==> src/rtl/ppu_vram_pkg.sv <==
// Shared types and constants for the PPU VRAM bus scheduler and its stager.
package ppu_vram_pkg;

    // Who owns the current four-stage bus slot.
    typedef enum logic [1:0] {
        IDLE   = 2'd0,
        RENDER = 2'd1,
        CPU    = 2'd2
    } slot_owner_t;

    // Stager positions within one slot.
    localparam logic [1:0] STG_ALE     = 2'd0;
    localparam logic [1:0] STG_SETTLE  = 2'd1;
    localparam logic [1:0] STG_STROBE  = 2'd2;
    localparam logic [1:0] STG_CAPTURE = 2'd3;

    // CPU addresses at or above this go to palette RAM, never to the VRAM bus.
    localparam logic [13:0] PALETTE_BASE_DEFAULT = 14'h3F00;

    // Address parked on the bus while nobody owns the slot.
    localparam logic [13:0] IDLE_ADDR_DEFAULT = 14'h0000;

    // True when a CPU address targets palette RAM.
    function automatic logic is_palette(input logic [13:0] addr, input logic [13:0] base);
        return addr >= base;
    endfunction

endpackage

==> src/rtl/vram_stager.sv <==
// Free-running 2-bit memory stager and the bus strobe decode derived from it.
module vram_stager
    import ppu_vram_pkg::*;
(
    input  logic        clock_IN,
    input  logic        reset_IN,
    input  logic        clock_EN,
    input  slot_owner_t owner,
    input  logic        owner_write,
    output logic [1:0]  stage,
    output logic        ale,
    output logic        rd_n,
    output logic        wr_n,
    output logic        data_oe
);

    logic strobe_half;
    logic cpu_write_slot;
    logic reader_slot;

    // Advance one stage per PPU dot enable; wraps every four enables.
    always_ff @(posedge clock_IN) begin
        if (reset_IN) begin
            stage <= STG_ALE;
        end else if (clock_EN) begin
            stage <= stage + 2'd1;
        end
    end

    // Strobes follow directly from the stage and the slot owner.
    always_comb begin
        strobe_half    = (stage == STG_STROBE) || (stage == STG_CAPTURE);
        cpu_write_slot = (owner == CPU) && owner_write;
        reader_slot    = (owner == RENDER) || ((owner == CPU) && !owner_write);
        ale            = (stage == STG_ALE) && (owner != IDLE);
        rd_n           = !(strobe_half && reader_slot);
        wr_n           = !((stage == STG_STROBE) && cpu_write_slot);
        data_oe        = strobe_half && cpu_write_slot;
    end

endmodule

==> src/rtl/vram_bus_scheduler.sv <==
// PPU VRAM bus scheduler: slot arbitration between render fetches and the
// CPU PPUDATA port, bus capture, and the CPU delayed read buffer.
module vram_bus_scheduler
    import ppu_vram_pkg::*;
#(
    parameter logic [13:0] PALETTE_BASE = PALETTE_BASE_DEFAULT,
    parameter logic [13:0] IDLE_ADDR    = IDLE_ADDR_DEFAULT
) (
    input  logic        clock_IN,
    input  logic        reset_IN,
    input  logic        clock_EN,
    input  logic        render_EN,
    input  logic        renderReq_IN,
    input  logic [13:0] renderAddr_IN,
    output logic        renderGrant_OUT,
    output logic [7:0]  renderData_OUT,
    output logic        renderValid_OUT,
    input  logic        cpuReq_IN,
    input  logic        cpuWrite_IN,
    input  logic [13:0] cpuAddr_IN,
    input  logic [7:0]  cpuData_IN,
    output logic        cpuBusy_OUT,
    output logic        cpuDone_OUT,
    output logic [7:0]  cpuReadBuf_OUT,
    output logic [1:0]  stage_OUT,
    output logic [13:0] busAddr_OUT,
    output logic [7:0]  busData_OUT,
    output logic        busDataOE_OUT,
    input  logic [7:0]  busData_IN,
    output logic        addressLatch_EN,
    output logic        read_EN,
    output logic        write_EN
);

    slot_owner_t owner;
    logic [13:0] slot_addr;
    logic        slot_write;

    logic        pending;
    logic        pend_write;
    logic [13:0] pend_addr;
    logic [7:0]  pend_data;

    logic [7:0]  read_buf;
    logic [7:0]  render_data;
    logic        grant_pulse;
    logic        valid_pulse;
    logic        done_pulse;

    logic [1:0]  stage;
    logic        slot_edge;
    logic        pend_palette;
    logic        cpu_eligible;

    // The last enable of a slot both captures data and decides the next owner.
    assign slot_edge    = clock_EN && (stage == STG_CAPTURE);
    assign pend_palette = pending && is_palette(pend_addr, PALETTE_BASE);
    // A CPU access finishing on this edge must not be granted a second slot.
    assign cpu_eligible = pending && !pend_palette && (owner != CPU);

    vram_stager u_stager (
        .clock_IN    (clock_IN),
        .reset_IN    (reset_IN),
        .clock_EN    (clock_EN),
        .owner       (owner),
        .owner_write (slot_write),
        .stage       (stage),
        .ale         (addressLatch_EN),
        .rd_n        (read_EN),
        .wr_n        (write_EN),
        .data_oe     (busDataOE_OUT)
    );

    // Pick the owner of the next slot: render first, then a non-palette CPU access.
    always_ff @(posedge clock_IN) begin
        if (reset_IN) begin
            owner       <= IDLE;
            slot_addr   <= IDLE_ADDR;
            slot_write  <= 1'b0;
            grant_pulse <= 1'b0;
        end else begin
            grant_pulse <= 1'b0;
            if (slot_edge) begin
                if (render_EN && renderReq_IN) begin
                    owner       <= RENDER;
                    slot_addr   <= renderAddr_IN;
                    slot_write  <= 1'b0;
                    grant_pulse <= 1'b1;
                end else if (cpu_eligible) begin
                    owner      <= CPU;
                    slot_addr  <= pend_addr;
                    slot_write <= pend_write;
                end else begin
                    owner      <= IDLE;
                    slot_addr  <= IDLE_ADDR;
                    slot_write <= 1'b0;
                end
            end
        end
    end

    // Single-entry CPU request holder, completion pulse and delayed read buffer.
    always_ff @(posedge clock_IN) begin
        if (reset_IN) begin
            pending    <= 1'b0;
            pend_write <= 1'b0;
            pend_addr  <= 14'h0000;
            pend_data  <= 8'h00;
            read_buf   <= 8'h00;
            done_pulse <= 1'b0;
        end else begin
            done_pulse <= 1'b0;
            if (slot_edge && (owner == CPU)) begin
                if (!slot_write) begin
                    read_buf <= busData_IN;
                end
                pending    <= 1'b0;
                done_pulse <= 1'b1;
            end else if (clock_EN && pend_palette) begin
                pending    <= 1'b0;
                done_pulse <= 1'b1;
            end else if (cpuReq_IN && !pending) begin
                pending    <= 1'b1;
                pend_write <= cpuWrite_IN;
                pend_addr  <= cpuAddr_IN;
                pend_data  <= cpuData_IN;
            end
        end
    end

    // Capture the render fetch byte at the end of a render slot.
    always_ff @(posedge clock_IN) begin
        if (reset_IN) begin
            render_data <= 8'h00;
            valid_pulse <= 1'b0;
        end else begin
            valid_pulse <= 1'b0;
            if (slot_edge && (owner == RENDER)) begin
                render_data <= busData_IN;
                valid_pulse <= 1'b1;
            end
        end
    end

    assign stage_OUT       = stage;
    assign busAddr_OUT     = slot_addr;
    assign busData_OUT     = pend_data;
    assign renderGrant_OUT = grant_pulse;
    assign renderValid_OUT = valid_pulse;
    assign renderData_OUT  = render_data;
    assign cpuBusy_OUT     = pending;
    assign cpuDone_OUT     = done_pulse;
    assign cpuReadBuf_OUT  = read_buf;

endmodule

==> config.mk <==
export PLATFORM = sky130hd
export DESIGN_NAME = vram_bus_scheduler
export DESIGN_NICKNAME = d
export VERILOG_FILES = /design/src/rtl/ppu_vram_pkg.sv /design/src/rtl/vram_stager.sv /design/src/rtl/vram_bus_scheduler.sv
export SDC_FILE = /design/constraint.sdc
export NUM_CORES = 1
export LEC_CHECK = 0
export CAP_MARGIN = 15
export CORE_ASPECT_RATIO = 1.5
export CORE_MARGIN = 1.5
export CORE_UTILIZATION = 46
export DETAILED_ROUTE_END_ITERATION = 10
export HOLD_SLACK_MARGIN = 0.03
export PLACE_DENSITY = 0.94
export SLEW_MARGIN = 25
export SYNTH_ARGS = -nofsm -noshare
export SYNTH_HDL_FRONTEND = slang
export SYNTH_SLANG_ARGS = --single-unit
==> constraint.sdc <==
create_clock -name clock_IN -period 2.65 [get_ports clock_IN]
set_input_delay 0.53 -clock clock_IN [delete_from_list [all_inputs] [get_ports clock_IN]]
set_output_delay 0.53 -clock clock_IN [all_outputs]
set_load 0.02 [all_outputs]
== Yosys cells after proc, flatten, opt, wreduce, memory -nomap -nowiden ==
Cells that the tools add are included.

* Bitwise logic cells: 4
* Muxes and demuxes: 10
* $lt $le $gt $ge: 1
* Reductions and logical operators: 28
* Equal/unequal tests: 5
* $add $sub $neg: 1

{| class="wikitable"
|+ Operator list
! operator !! number
|-
| 14-bit 2-to-1 mux || 2
|-
| 1-bit logical AND || 15
|-
| 14-bit greater-or-equal comparator, second input constant || 1
|-
| 2-bit equality test, second input constant || 3
|-
| 1-bit 2-to-1 mux || 6
|-
| 1-bit zero test || 5
|-
| 2-bit 2-to-1 mux || 2
|-
| 1-bit NOT || 4
|-
| 3-bit AND reduction || 1
|-
| 3-bit OR reduction || 1
|-
| 2-bit by 1-bit adder with 2-bit output, second input constant || 1
|-
| 2-bit by 1-bit equality test with 1-bit output, second input constant || 1
|-
| 2-bit zero test || 1
|-
| 1-bit logical OR || 2
|-
| 2-bit != test, second input constant || 1
|-
| 2-bit AND reduction || 1
|-
| 2-bit nonzero test || 1
|-
| 2-bit OR reduction || 1
|}

* Output and inout bits: 48
* Bits in registers: 62
* Logic and storage cells: 62
* Bits of input ports: 51

== Longest topological paths before layout ==
* Depth after elaboration: 7
* Depth in mapped cells: 7
* Mapped depth without buffers: 5

== By module ==
A second synthesis with hierarchy kept.

* Cells, all modules: 298
* Area, all modules: 2,541.2 um^2

{| class="wikitable"
|+ Modules (own cells, without submodules)
! module !! area an instance (um^2) !! sequential area each (um^2) !! times used !! cells each
|-
| vram_bus_scheduler || 2,382.3 || 1,201.2 || 1 || 281
|-
| vram_stager || 158.9 || 40.0 || 1 || 17
|}

== Worst setup path before layout ==
No wires, ideal clock.

* Path kind: register -> register
* Start point: register u_stager.stage[1]
* End point: register slot_addr[4] (netlist: busAddr_OUT[4])
* Buffers on the path: 2
* Path slack: 0.892 ns
* Cell stages (with the launch flop): 8
* Data required time: 2.576 ns
* Library setup time: 0.074 ns
* Arrival time: 1.684 ns
* Period minus slack after synthesis: 1.758 ns
* Cells stage by stage: dfxtp_1 > ha_1 > nand2_1 > buf_2 > nor2_1 > buf_2 > a22oi_1 > o22ai_2

* Longest elaborated chain between the ends: 2

{| class="wikitable"
|+ Ends and longest elaborated chain
! what !! RTL line !! text
|-
| start: declaration || vram_stager.sv:10 || <nowiki>output logic [1:0] stage,</nowiki>
|-
| start signal: assignment || vram_stager.sv:26 || <nowiki>stage <= stage + 2'd1;</nowiki>
|-
| 2-bit equality test || vram_bus_scheduler.sv:56 || <nowiki>assign slot_edge = clock_EN && (stage == STG_CAPTURE);</nowiki>
|-
| 1-bit logical AND || vram_bus_scheduler.sv:56 ||
|-
| end signal: assignment || vram_bus_scheduler.sv:86 || <nowiki>slot_addr <= renderAddr_IN;</nowiki>
|-
| end signal: assignment || vram_bus_scheduler.sv:91 || <nowiki>slot_addr <= pend_addr;</nowiki>
|-
| end: declaration || vram_bus_scheduler.sv:36 || <nowiki>logic [13:0] slot_addr;</nowiki>
|}

No other way between the ends.
A chain may end at the register's enable or synchronous reset.

== Worst setup path after layout ==
* Start point: register u_stager.stage[0]
* End point: output read_EN

* Longest elaborated chain between the ends: 4
* Elaborated cells between the ends (all ways): 5
* Classes of those cells: 2 x eq/ne; 3 x reduce/logical

{| class="wikitable"
|+ Ends and longest elaborated chain
! what !! RTL line !! text
|-
| 2-bit equality test || vram_stager.sv:32 || <nowiki>strobe_half = (stage == STG_STROBE) || (stage == STG_CAPTURE);</nowiki>
|-
| 1-bit logical OR (*) || vram_stager.sv:32 ||
|-
| 1-bit logical AND (*) || vram_stager.sv:36 || <nowiki>rd_n = !(strobe_half && reader_slot);</nowiki>
|-
| 1-bit zero test (*) || vram_stager.sv:36 ||
|-
| end: declaration || vram_bus_scheduler.sv:31 || <nowiki>output logic read_EN,</nowiki>
|}

Mark *: on every way between the ends. The rest lies on a longest branch, timed or not.

==> flow_metrics.py <==
metrics = {
    "floorplan": {
        "initial_core_util": 0.481,
        "die_x_um": 63.0,
        "rows": 32,
        "core-area_um2": 5160,
        "dieHeight_um": 93.0,
        "io-pin-count": 99,
        "die_area_um2": 5860,
    },
    "critical_path": {
        "crit_type": "reg2out",
        "cp_max_fo": 4,
        "critPathLaunchType": "flop",
        "worstRegToRegCells": 5,
        "reg2reg_slack_ns": 0.67,
        "crit_path_end_kind": "output pin",
        "cp_data_arrival_time_ns": 1.85,
        "worstReg2RegStart": "u_stager.stage[0]",
        "timing.rr.end": "pend_addr[1]",
        "critical_path_required_ns": 2.12,
    },
    "placement": {
        "place.port_buffers": 98,
        "globalplace.congestion": 0.771,
        "pre_cts_ws_ns": 0.200,
        "dp_hpwl_um": 4510,
    },
    "timing": {
        "setup_ws_ns": 0.272,
        "slew_violations": 0,
        "worst_slew_pin_slew_ns": 0.727,
        "tns_ns": 0,
        "fin_crit_ns": 2.38,
        "finalHoldViolations": 0,
        "max_freq_ghz": 0.421,
        "finalCritPeriodShare": 0.897,
        "setup_viol": 0,
        "relSlewSlack": 0.516,
        "rsz0062_at_grt": "no",
        "skew_ns": 0.00923,
    },
    "global_route": {
        "overflow": 0,
        "grt_max_degree": 56,
        "antenna_found_initial": 0,
        "grtUsageTotal": 0.222,
        "grt_pass1_vias": 2197,
        "grt_pass1_wl_um": 10200,
    },
    "power": {
        "power.leakage_nw": 1.28,
        "power_mw": 1.88,
        "powerDensity_nw_per_um2": 518,
        "peakVddDrop_mv": 0.344,
    },
    "logic_synthesis": {
        "synth_seq_cells": 62,
        "synth_warnings": 0,
        "syn_area_per_cell_um2": 8.96,
        "synth-seq-area-share": 0.500,
        "postSynthCellCount": 277,
        "ys_types": 31,
        "netlist_area_um2": 2480,
        "syn_nets": 331,
    },
    "hold_path": {
        "whs_endpoint": "renderData_OUT[2]",
        "whs_path_depth": 2,
        "worstHoldPathType": "reg2reg",
        "hp-start": "renderData_OUT[2]",
    },
    "routing": {
        "drt_iter0_drc": 149,
        "routedWlPerCell_um": 14.3,
        "drc": 0,
        "vias_per_cell": 5.28,
        "wl_um": 6320,
        "ant_nets": 0,
        "first_pass_iters": 6,
        "vias": 2327,
    },
    "clock_network": {
        "cts_max_level": 3,
        "root_buffer": "clkbuf_8",
        "cts_buffer_depth": 2,
        "cts-resized-gates": 0,
        "cts_buffers": 9,
        "hold_buffers": 0,
        "cts_setup_buffers": 0,
        "path_clk_slew_ns": 0.07,
        "cts_tree": "built",
        "clock_latency_ns": 0.33,
        "cts.sinks": 62,
    },
    "layout": {
        "areaGrowthSynthToFinish_pct": 46.7,
        "multi_input_area_um2": 1110,
        "drive_gt1_frac": 0.0885,
        "num_antenna_cells": 0,
        "fill_cells": 376,
        "seqCellArea_um2": 1240,
        "utilization": 0.705,
        "finalNetCount": 425,
    },
    "status": {
        "status": "finished, final reports clean",
    },
    "flow_run": {
        "maxCapViolCount": 0,
    },
}
## per-layer routing
metal | track usage | vias up | wire [um]
met5 | 0 | - | 0
met1 | 0.254 | 1104 | 2570
met4 | 0.137 | 0 | 213
met3 | 0.0313 | 20 | 214
li1 | - | 1130 | -
met2 | 0.387 | 73 | 3320
## through the flow
stage	instance area [um^2]	hold WS, ns	cells
after detailed placement	3480	0.447	428
final	3640	0.454	441
after global routing	3640	0.471	441
after floorplan	2480	0.437	277
after global placement	3480	0.441	428
after CTS	3640	0.456	441
## sequential cells by signal, summed over array words and instances (netlist names)
name,flops
pend_addr,14
busData_OUT,8
cpuReadBuf_OUT,8
owner,2
renderGrant_OUT,1
slot_write,1
u_stager.stage,2
pend_write,1
busAddr_OUT,14
cpuDone_OUT,1
renderValid_OUT,1
cpuBusy_OUT,1
renderData_OUT,8
## power by group
part           internal, mW  switching (mW)  total (mW)
Clock                 0.371           0.327       0.698
Combinational         0.116          0.0940       0.210
Sequential            0.957          0.0188       0.976
## placed cells by master (no fill, tap or decap), drive strengths merged, types with 3 or more instances in the layout
| master | netlist | final |
|---|---|---|
| a21oi | 33 | 33 |
| a22oi | 14 | 14 |
| buf | 12 | 7 |
| clkbuf | 9 | 11 |
| clkdlybuf4s50 | 0 | 97 |
| dfxtp | 62 | 62 |
| ha | 3 | 3 |
| mux2i | 9 | 9 |
| nand2 | 67 | 67 |
| nand2b | 15 | 15 |
| nor2 | 16 | 16 |
| nor2b | 3 | 3 |
| nor3b | 3 | 3 |
| o22ai | 15 | 15 |
## synth_stat cells, drive strengths merged
master  number  area (um^2)
nand2       67          251
dfxtp       62         1240
a21oi       33          165
nor2        16         60.1
nand2b      15         93.8
o22ai       15          156
a22oi       14          105
buf         12         87.6
clkbuf       9         33.8
mux2i        9         90.1
ha           3         37.5
nor2b        3         18.8
nor3b        3         27.5
inv          2         7.51
nand3        2         10.0
a31oi        1         6.26
and3         1         6.26
and4b        1         13.8
nand3b       1         7.51
nand4        1         6.26
nor3         1         5.00
o211a        1         10.0
o21a         1         7.51
o21ai        1         5.00
or3b         1         8.76
or4          1         11.3
xnor2        1         8.76
## cell families after synthesis
group	Yosys count	synth area share
flip-flops	62	0.500
adder cells (fa/ha/maj)	3	0.0151
AND/OR/NAND/NOR	113	0.210
buffers and inverters	23	0.0519
multiplexers	9	0.0363
XOR/XNOR	1	0.00353
AO/OA/AOI/OAI	66	0.183
## how the worst max path moves through the flow
stage                      to  slack, ns  cells after the start         startpoint
2_1_floorplan  busAddr_OUT[4]       0.89                      7  u_stager.stage[1]
3_3_place_gp    pend_addr[11]       0.29                      5           clock_EN
3_5_place_dp       pend_write       0.20                      5           clock_EN
4_1_cts               read_EN       0.28                      4  u_stager.stage[0]
5_1_grt               read_EN       0.20                      4  u_stager.stage[0]
6_report              read_EN       0.27                      4  u_stager.stage[0]
## worst max-delay path, stage by stage, from the launching register on
cell	delay (ns)
dfxtp_1	0.41
inv_1	0.09
ha_1	0.23
o22ai_1	0.16
clkdlybuf4s50_1	0.63
## area by class of cell
type,count,share of cell area
Tap cell,68,0.0234
Clock buffer,11,0.0416
Inverter,2,0.00206
Multi-Input combinational cell,192,0.305
Sequential cell,62,0.341
Timing Repair Buffer,104,0.284
Clock inverter,2,0.00275
(Power assumes the default switching activity.)
